**src/rtl/lsu_pkg.sv**
```systemverilog
// Shared constants, state encoding and decode helpers for the load/store unit.
package lsu_pkg;

    localparam logic [6:0] OPC_LOAD  = 7'b0000011;
    localparam logic [6:0] OPC_STORE = 7'b0100011;

    localparam logic [2:0] F3_LB  = 3'b000;
    localparam logic [2:0] F3_LH  = 3'b001;
    localparam logic [2:0] F3_LW  = 3'b010;
    localparam logic [2:0] F3_LBU = 3'b100;
    localparam logic [2:0] F3_LHU = 3'b101;
    localparam logic [2:0] F3_SB  = 3'b000;
    localparam logic [2:0] F3_SH  = 3'b001;
    localparam logic [2:0] F3_SW  = 3'b010;

    typedef enum logic [1:0] {
        ST_IDLE   = 2'b00,
        ST_ACCESS = 2'b01,
        ST_RESP   = 2'b10,
        ST_ERR    = 2'b11
    } lsu_state_e;

    function automatic logic funct3_legal(input logic is_store, input logic [2:0] f3);
        if (is_store) begin
            return (f3 == F3_SB) || (f3 == F3_SH) || (f3 == F3_SW);
        end
        return (f3 == F3_LB) || (f3 == F3_LH) || (f3 == F3_LW) ||
               (f3 == F3_LBU) || (f3 == F3_LHU);
    endfunction

    // funct3[1:0] encodes the access size for both loads and stores.
    function automatic logic addr_misaligned(input logic [2:0] f3, input logic [1:0] lo);
        case (f3[1:0])
            2'b01:   return lo[0];
            2'b10:   return lo != 2'b00;
            default: return 1'b0;
        endcase
    endfunction

endpackage

```
**src/rtl/lsu_align.sv**
```systemverilog
// Byte-lane enables, store data replication and load lane select/extension.
module lsu_align
    import lsu_pkg::*;
(
    input  logic [2:0]  i_funct3,
    input  logic [1:0]  i_addr_lo,
    input  logic [31:0] i_store_data,
    input  logic [31:0] i_load_raw,
    output logic [3:0]  o_be,
    output logic [31:0] o_wdata,
    output logic [31:0] o_load_data
);

    logic [7:0]  w_byte;
    logic [15:0] w_half;

    always_comb begin
        o_be    = 4'b1111;
        o_wdata = i_store_data;
        case (i_funct3[1:0])
            2'b00: begin
                o_be    = 4'b0001 << i_addr_lo;
                o_wdata = {4{i_store_data[7:0]}};
            end
            2'b01: begin
                o_be    = 4'b0011 << i_addr_lo;
                o_wdata = {2{i_store_data[15:0]}};
            end
            default: ;
        endcase
    end

    always_comb begin
        w_byte = i_load_raw[7:0];
        case (i_addr_lo)
            2'b01:   w_byte = i_load_raw[15:8];
            2'b10:   w_byte = i_load_raw[23:16];
            2'b11:   w_byte = i_load_raw[31:24];
            default: ;
        endcase
        w_half = i_addr_lo[1] ? i_load_raw[31:16] : i_load_raw[15:0];
    end

    always_comb begin
        o_load_data = i_load_raw;
        case (i_funct3)
            F3_LB:   o_load_data = {{24{w_byte[7]}}, w_byte};
            F3_LBU:  o_load_data = {24'h0, w_byte};
            F3_LH:   o_load_data = {{16{w_half[15]}}, w_half};
            F3_LHU:  o_load_data = {16'h0, w_half};
            default: ;
        endcase
    end

endmodule

```
**src/rtl/load_store_unit.sv**
```systemverilog
// Single-outstanding load/store unit: decodes, checks alignment, runs one bus
// access with a bounded wait, and returns extended load data.
module load_store_unit
    import lsu_pkg::*;
#(
    parameter int unsigned MAX_WAIT = 15
) (
    input  logic        clk,
    input  logic        rst_n,
    input  logic        start,
    input  logic [6:0]  opcode,
    input  logic [2:0]  funct3,
    input  logic [31:0] rs1_data,
    input  logic [31:0] imed,
    input  logic [31:0] rs2_data,
    output logic        busy,
    output logic        done,
    output logic        err,
    output logic [31:0] rdata,
    output logic        mem_req,
    output logic        mem_we,
    output logic [31:0] mem_addr,
    output logic [3:0]  mem_be,
    output logic [31:0] mem_wdata,
    input  logic        mem_ack,
    input  logic [31:0] mem_rdata
);

    lsu_state_e  r_state;
    lsu_state_e  w_state_d;
    logic [31:0] r_ea;
    logic [2:0]  r_funct3;
    logic [31:0] r_rs2;
    logic        r_we;
    logic [7:0]  r_wait;
    logic [7:0]  w_wait_d;
    logic [31:0] r_rdata;

    logic [31:0] w_ea;
    logic        w_is_load;
    logic        w_is_store;
    logic        w_accept;
    logic        w_bad;
    logic        w_in_access;
    logic        w_timeout;
    logic [3:0]  w_be;
    logic [31:0] w_wdata;
    logic [31:0] w_load_data;

    assign w_ea        = rs1_data + imed;
    assign w_is_load   = (opcode == OPC_LOAD);
    assign w_is_store  = (opcode == OPC_STORE);
    assign w_accept    = (r_state == ST_IDLE) && start && (w_is_load || w_is_store);
    assign w_bad       = !funct3_legal(w_is_store, funct3) || addr_misaligned(funct3, w_ea[1:0]);
    assign w_in_access = (r_state == ST_ACCESS);
    // Counter holds the number of ack-less cycles already spent in ACCESS.
    assign w_timeout   = !mem_ack && (r_wait == 8'(MAX_WAIT - 1));

    always_comb begin
        w_state_d = r_state;
        w_wait_d  = r_wait;
        case (r_state)
            ST_IDLE: begin
                w_wait_d = 8'd0;
                if (w_accept) begin
                    w_state_d = w_bad ? ST_ERR : ST_ACCESS;
                end
            end
            ST_ACCESS: begin
                if (mem_ack) begin
                    w_state_d = ST_RESP;
                end else if (w_timeout) begin
                    w_state_d = ST_ERR;
                end else begin
                    w_wait_d = r_wait + 8'd1;
                end
            end
            ST_RESP:  w_state_d = ST_IDLE;
            ST_ERR:   w_state_d = ST_IDLE;
            default:  w_state_d = ST_IDLE;
        endcase
    end

    always_ff @(posedge clk or negedge rst_n) begin
        if (!rst_n) begin
            r_state <= ST_IDLE;
            r_wait  <= 8'd0;
        end else begin
            r_state <= w_state_d;
            r_wait  <= w_wait_d;
        end
    end

    always_ff @(posedge clk or negedge rst_n) begin
        if (!rst_n) begin
            r_ea     <= 32'h0;
            r_funct3 <= 3'b000;
            r_rs2    <= 32'h0;
            r_we     <= 1'b0;
        end else if (w_accept) begin
            r_ea     <= w_ea;
            r_funct3 <= funct3;
            r_rs2    <= rs2_data;
            r_we     <= w_is_store;
        end
    end

    always_ff @(posedge clk or negedge rst_n) begin
        if (!rst_n) begin
            r_rdata <= 32'h0;
        end else if (w_in_access && mem_ack && !r_we) begin
            r_rdata <= w_load_data;
        end
    end

    lsu_align u_align (
        .i_funct3    (r_funct3),
        .i_addr_lo   (r_ea[1:0]),
        .i_store_data(r_rs2),
        .i_load_raw  (mem_rdata),
        .o_be        (w_be),
        .o_wdata     (w_wdata),
        .o_load_data (w_load_data)
    );

    // Bus outputs are gated to zero outside ACCESS so reset and idle look identical.
    assign busy      = (r_state != ST_IDLE);
    assign done      = (r_state == ST_RESP) || (r_state == ST_ERR);
    assign err       = (r_state == ST_ERR);
    assign rdata     = r_rdata;
    assign mem_req   = w_in_access;
    assign mem_we    = w_in_access && r_we;
    assign mem_addr  = w_in_access ? {r_ea[31:2], 2'b00} : 32'h0;
    assign mem_be    = w_in_access ? w_be : 4'b0000;
    assign mem_wdata = (w_in_access && r_we) ? w_wdata : 32'h0;

endmodule

```
**config.mk**
```make
export PLATFORM = sky130hd
export DESIGN_NAME = load_store_unit
export DESIGN_NICKNAME = d
export VERILOG_FILES = /design/src/rtl/lsu_pkg.sv /design/src/rtl/lsu_align.sv /design/src/rtl/load_store_unit.sv
export SDC_FILE = /design/constraint.sdc
export NUM_CORES = 1
export LEC_CHECK = 0
export CAP_MARGIN = 20
export CORE_ASPECT_RATIO = 0.9
export CORE_MARGIN = 2
export CORE_UTILIZATION = 51
export CTS_CLUSTER_SIZE = 16
export DETAILED_ROUTE_END_ITERATION = 16
export PLACE_DENSITY = 0.95
export SYNTH_ARGS = -nofsm -noshare
export SYNTH_HDL_FRONTEND = slang
export SYNTH_SLANG_ARGS = --single-unit
export TNS_END_PERCENT = 10
```
**constraint.sdc**
```tcl
create_clock -name clk -period 4.4 [get_ports clk]
set_clock_uncertainty 0.15 [all_clocks]
set_input_delay 0.44 -clock clk [delete_from_list [all_inputs] [get_ports clk]]
set_output_delay 0.44 -clock clk [all_outputs]
set_load 0.05 [all_outputs]
```
==> flow_summary_export.csv, run 1 <==
group,metric,value,unit
status,status,"completed",
power_and_ir_drop,ir_worst_vdd,226,uV
placement,gp_congestion,0.932,
worst_setup_path,path_cells,"nor2_1 -> nand2_1 -> a21oi_1 -> clkdlybuf4s50_1",
route,detail-route-antenna-nets,0,
worst_setup_path,critical-path-top-delay-family,"buffers and inverters",
sta,relSlewSlack,29.4,%
route,routed_wl,24100,microns
power_and_ir_drop,power.internal,2.08,mW
clock_tree,clock_latency,0.36,ns
global_route,grt_pass1_wl,38500,microns
worst_setup_path,critPathMaxFanout,25,
synth,yosysSeqAreaShare,35.8,%
floorplan,start_util,52.2,%
clock_tree,clk_path_buf_depth,2,
cells_and_area,register_area,0.00275,sq mm
power_and_ir_drop,combPwrFrac,35.8,%
sta,fin_crit,3.59,ns
synth,synth-edff-count,0,
clock_tree,clk_pin_slew,0.07,ns
route,drt-vias-per-instance,5.82,
power_and_ir_drop,power.density,316,mW/mm^2
sta,slew_violations,0,
cells_and_area,finalNonFillerCells,1374,
worst_setup_path,start_kind,"flip-flop",
sta,final-hold-violation-count,0,
clock_tree,cts_resized,0,
route,routedWlPerCell,17.5,microns
power_and_ir_drop,finalPower,3.30,mW
worst_setup_path,cp.required,3.81,ns
global_route,first_global_vias,7832,
synth,yosys_warnings,0,
placement,hpwl,17700,microns
worst_setup_path,worst-path-buf-inv,1,
floorplan,fp-row-count,42,
sta,setup_viol,0,
global_route,grt_max_degree,70,
cells_and_area,final_util,70.9,%
synth,yosysUniqueCellTypes,72,
clock_tree,cts_made_buffers,9,
synth,ys_ff_latch,110,
cells_and_area,final_common_cell,"clkdlybuf4s50_1",
sta,fmax,278,MHz
clock_tree,htree_levels,3,
route,drc_errors,0,
cells_and_area,multiInputGateArea,0.00455,sq mm
route,drtIter0Drc,828,
placement,port-buffer-count,244,
worst_setup_path,critPathCaptureType,"output pin",
synth,synth_cells,971,
sta,fin_ws,0.806,ns
worst_setup_path,arrival,3.00,ns
sta,finalSetupTns,0,ns
placement,dp_slack,1.23,ns
job,drv_cap,0,
worst_setup_path,crit_type,"flip-flop to output pin",
cells_and_area,fill_cells,1154,
floorplan,die_area,0.0161,sq mm
floorplan,dieHeight,120,microns
synth,synthArstFlopShare,100,%
floorplan,core_area,0.0147,sq mm
global_route,antenna_found_initial,1,
global_route,grt_usage,30.0,%
worst_setup_path,slowest_stage,"clkdlybuf4s50_1",
cells_and_area,final_cell_mix,"clkdlybuf4s50_1 (243), nand2_1 (240), dfrtp_1 (109)",
synth,syn-cell-area,0.00768,sq mm
power_and_ir_drop,clkPwrFrac,24.5,%
cells_and_area,nets,1350,
cells_and_area,drive_above_1_share,4.43,%
floorplan,die_w,133,microns
floorplan,io_pins,247,
synth,synth.avg_cell_area,7.91,sq um
clock_tree,cts.sinks,110,
sta,rsz0062_at_grt,"no",
synth,ys.flop_type,"dfrtp_1",
clock_tree,root_buffer,"clkbuf_16",
clock_tree,tritoncts,"built",
sta,finalCritPeriodShare,81.7,%
power_and_ir_drop,p_leak,4.53,nW
cells_and_area,area_growth,35.8,%
worst_setup_path,slowest_delay,0.87,ns
power_and_ir_drop,switchingPower,1.21,mW
placement,place_inst,1357,
global_route,grt-ovfl-total,0,
min_path,hold_class,"input pin to async pin",
route,firstDrtPassIters,7,
route,vias,7996,
power_and_ir_drop,swShare,36.9,%
power_and_ir_drop,sequentialPowerShare,39.7,%
sta,tightest_slew,1.05,ns
==> Yosys cell counts (all sizes together) (7+ instances only) <==
| library cell | number | area (sq um) |
|---|---|---|
| nand2 | 241 | 907 |
| dfrtp | 110 | 2750 |
| nor2 | 80 | 303 |
| a21oi | 77 | 385 |
| o21ai | 64 | 328 |
| clkbuf | 42 | 159 |
| ha | 36 | 450 |
| and2 | 35 | 219 |
| buf | 24 | 150 |
| mux2i | 23 | 230 |
| a21o | 19 | 144 |
| inv | 19 | 71.3 |
| nand3 | 18 | 90.1 |
| nand4 | 14 | 87.6 |
| o21a | 14 | 105 |
| and3 | 12 | 76.3 |
| nor3 | 12 | 60.1 |
| xor2 | 10 | 87.6 |
| a221oi | 9 | 78.8 |
| nor3b | 8 | 70.1 |
| o211ai | 8 | 65.1 |
| xnor2 | 8 | 70.1 |
| a211oi | 7 | 62.6 |
| nor2b | 7 | 43.8 |
| o31ai | 7 | 62.6 |
==> state kept, by name, summed over array words and instances, names as in the netlist <==
name and flops:
r_ea 32, r_rs2 32, rdata 32, r_wait 8, r_funct3 3, r_state 2
r_we 1
==> metrics by stage <==
stage	cell area, sq um	hold WS (ns)
2_1_floorplan	7680	-0.00559
3_3_place_gp	10100	0.0938
3_5_place_dp	10100	0.0927
4_1_cts	10400	0.260
5_1_grt	10400	0.264
6_report	10400	0.261
==> power groups by stage <==
stage / registers, mW / logic, mW / clock network, mW
CTS: 1.30 / 1.17 / 0.815
global placement: 1.31 / 1.13 / 0
global route: 1.33 / 1.28 / 0.851
floorplan: 1.48 / 0.550 / 0
detailed placement: 1.32 / 1.16 / 0
finish: 1.31 / 1.18 / 0.808
==> routing by layer <==
metal / up-vias / part of all wire [%] / GRT usage [%]
li1: 3771 / - / -
met1: 3730 / 40 / 37.4
met2: 414 / 48 / 50.2
met3: 81 / 8.1 / 5.53
met4: 0 / 4.2 / 15.5
met5: - / 0 / 0
==> path summary, 6_finish.rpt <==
check                                end  cells after the start  slack [ns]   startpoint
setup / recovery           mem_wdata[12]                      4        0.81  r_funct3[0]
hold / removal                  rdata[4]                      2        0.26        rst_n
setup reg to reg               rdata[28]                      6        1.54      r_ea[1]
hold reg to reg                 r_ea[17]                      2        0.32     r_ea[17]
max in group asynchronous    r_funct3[1]                      3        2.74        rst_n
min in group clk                r_ea[17]                      2        0.32     r_ea[17]
==> timing repair <==
| action | CTS | global route |
|---|---|---|
| buffers inserted | 0 | 0 |
| setup endpoints to repair | 0 | 0 |
| endpoints found under the hold margin | 3 | 0 |
| hold buffers | 1 | 0 |
==> logic make-up after synthesis <==
logic type / after synthesis / synth area share (%)
simple gates: 448 / 26.2
other cells: 1 / 0.0488
fa+ha+maj: 37 / 6.13
mux: 26 / 3.58
flops: 110 / 35.8
compound gates: 246 / 21.2
xor+xnor: 18 / 2.05
buf+inv: 85 / 4.95
==> area by class of cell <==
cell class	instances	share of cell area (%)
well taps	198	2.38
inverters	19	0.684
multi-input cells	777	43.7
diodes	1	0.0240
clock buffers	10	2.20
flip-flops and latches	110	26.4
clock inverters	5	0.504
repair buffers	254	24.1
(Power assumes the default switching activity.)
==> run 2: changes to the inputs <==
--- a/config.mk
+++ b/config.mk
@@ -8,10 +8,10 @@
 export CAP_MARGIN = 20
 export CORE_ASPECT_RATIO = 0.9
 export CORE_MARGIN = 2
-export CORE_UTILIZATION = 51
+export CORE_UTILIZATION = 43
 export CTS_CLUSTER_SIZE = 16
 export DETAILED_ROUTE_END_ITERATION = 16
-export PLACE_DENSITY = 0.95
+export PLACE_DENSITY = 0.87
 export SYNTH_ARGS = -nofsm -noshare
 export SYNTH_HDL_FRONTEND = slang
 export SYNTH_SLANG_ARGS = --single-unit
==> constraint.sdc (replaced) <==
create_clock -name clk -period 3.3 [get_ports clk]
set_clock_uncertainty 0.15 [all_clocks]
set_input_delay 0.33 -clock clk [delete_from_list [all_inputs] [get_ports clk]]
set_output_delay 0.33 -clock clk [all_outputs]
set_load 0.05 [all_outputs]
==> run 2 against run 1 <==
Critical path depth stayed put. Flip-flop and latch count unchanged. First-iteration DRC count is 38% lower. Sequential power is 32% higher. Cell count is 3.3% higher. Global-route usage is 4.2 points lower.
==> flow_summary_export.csv, run 2 (synthesized netlist as in run 1, its figures left out) <==
group,metric,value,unit
min_path,hold_class,"input pin to async pin",
route,detail-route-antenna-nets,0,
placement,port-buffer-count,244,
placement,place_inst,1403,
worst_setup_path,cp.depth,4,
clock_tree,cts_setup_buffers,0,
cells_and_area,area_growth,40.1,%
route,routedWlPerCell,17.4,microns
route,drc_errors,0,
clock_tree,cts.sinks,110,
sta,fin_crit,3.07,ns
sta,rsz0062_at_grt,"no",
worst_setup_path,slowest_stage,"clkdlybuf4s50_1",
worst_setup_path,critical-path-top-delay-family,"buffers and inverters",
sta,finalSetupTns,0,ns
sta,final-hold-violation-count,0,
cells_and_area,nets,1354,
route,drtIter0Drc,515,
status,status,"completed",
clock_tree,clk_pin_slew,0.08,ns
cells_and_area,drive_above_1_share,7.97,%
worst_setup_path,critPathCaptureType,"output pin",
job,drv_cap,0,
clock_tree,clk_path_buf_depth,2,
floorplan,fp-row-count,46,
worst_setup_path,critPathMaxFanout,45,
power_and_ir_drop,ir_worst_vdd,239,uV
sta,whs,0.151,ns
clock_tree,htree_levels,3,
placement,hpwl,18400,microns
worst_setup_path,slowest_delay,0.83,ns
cells_and_area,multiInputGateArea,0.00456,sq mm
global_route,grt_pass1_wl,38600,microns
cells_and_area,final_common_cell,"nand2_1",
power_and_ir_drop,p_leak,4.70,nW
route,drt-vias-per-instance,5.65,
floorplan,core_area,0.0176,sq mm
floorplan,die_w,145,microns
cells_and_area,diodes,0,
sta,relSlewSlack,30.8,%
sta,finalCritPeriodShare,93.1,%
worst_setup_path,crit_type,"flip-flop to output pin",
global_route,grt-ovfl-total,0,
floorplan,die_area,0.0189,sq mm
clock_tree,clock_latency,0.35,ns
worst_setup_path,cp.required,2.82,ns
worst_setup_path,arrival,2.59,ns
cells_and_area,fill_cells,1485,
clock_tree,cts_made_buffers,9,
global_route,first_global_vias,7623,
route,routed_wl,24700,microns
sta,tightest_slew,1.03,ns
placement,gp_congestion,0.906,
route,vias,8016,
sta,slew_violations,0,
worst_setup_path,worst-path-buf-inv,2,
global_route,grt_usage,25.8,%
floorplan,io_pins,247,
power_and_ir_drop,power.density,411,mW/mm^2
cells_and_area,final_cell_mix,"nand2_1 (239), clkdlybuf4s50_1 (208), dfrtp_1 (109)",
clock_tree,root_buffer,"clkbuf_16",
worst_setup_path,start_kind,"flip-flop",
floorplan,start_util,43.7,%
global_route,grt_max_degree,109,
floorplan,dieHeight,131,microns
global_route,antenna_found_initial,1,
sta,fmax,325,MHz
cells_and_area,finalNonFillerCells,1420,
sta,setup_viol,0,
route,firstDrtPassIters,6,
worst_setup_path,reg2reg_depth,6,
clock_tree,tritoncts,"built",
cells_and_area,register_area,0.00275,sq mm
worst_setup_path,path_cells,"nor2b_2 -> buf_4 -> and2_1 -> clkdlybuf4s50_1",
==> run 2: cell types whose count changed in the layout (fill, tap and decap cells not counted), moves of 2 or more <==
cell	previous run	this run
clkinv_4	0	2
buf_12	0	26
inv_6	0	2
inv_8	0	2
buf_4	10	23
clkinv_2	3	0
clkdlybuf4s50_1	243	208
==> run 2: metal layers <==
| layer | routed length [microns] | part of all wire (%) | global-route usage [%] |
|---|---|---|---|
| met3 | 2090 | 8.5 | 4.59 |
| met1 | 9920 | 40 | 32.7 |
| met4 | 998 | 4.0 | 12.2 |
| met2 | 11700 | 47 | 43.1 |
| met5 | 0 | 0 | 0 |
==> run 2: what timing repair did <==
item,in CTS,in global routing
endpoints found under the hold margin,110,0
hold buffers,1,0
resized for setup,0,1
endpoints found under the setup margin,0,25
==> run 2: final cells by class <==
type | count | share of cell area (%)
flip-flops and latches | 110 | 25.6
clock buffers | 9 | 2.09
inverters | 19 | 0.663
multi-input cells | 777 | 42.4
clock inverters | 7 | 0.605
repair buffers | 258 | 25.9
well taps | 240 | 2.79
==> run 2: final timing paths <==
kind | start | to | slack (ns)
max | r_state[0] | mem_addr[15] | 0.23
min | rst_n | rdata[5] | 0.15
max reg2reg | r_state[0] | rdata[21] | 0.45
min reg2reg | r_ea[12] | r_ea[12] | 0.33
max in group asynchronous | rst_n | r_funct3[1] | 2.02
min in group clk | r_ea[12] | r_ea[12] | 0.33
==> run 2: metrics by stage <==
stage / power (mW) / worst slack [ns] / utilization (%) / cell area (sq um)
2_1_floorplan: 2.71 / 0.822 / - / 7680
6_report: 4.42 / 0.227 / 61.3 / 10800
5_1_grt: 4.67 / 0.0845 / 61.3 / 10800
3_3_place_gp: 3.28 / 0.351 / 59.6 / 10500
3_5_place_dp: 3.34 / 0.274 / 59.6 / 10500
4_1_cts: 4.44 / 0.00893 / 61.3 / 10800
==> run 2: where the power goes <==
group	internal, mW	leakage [nW]	switching (mW)
Clock	0.533	0.140	0.563
Sequential	1.56	1.47	0.172
Combinational	0.643	3.09	0.952
Total	2.73	4.70	1.69
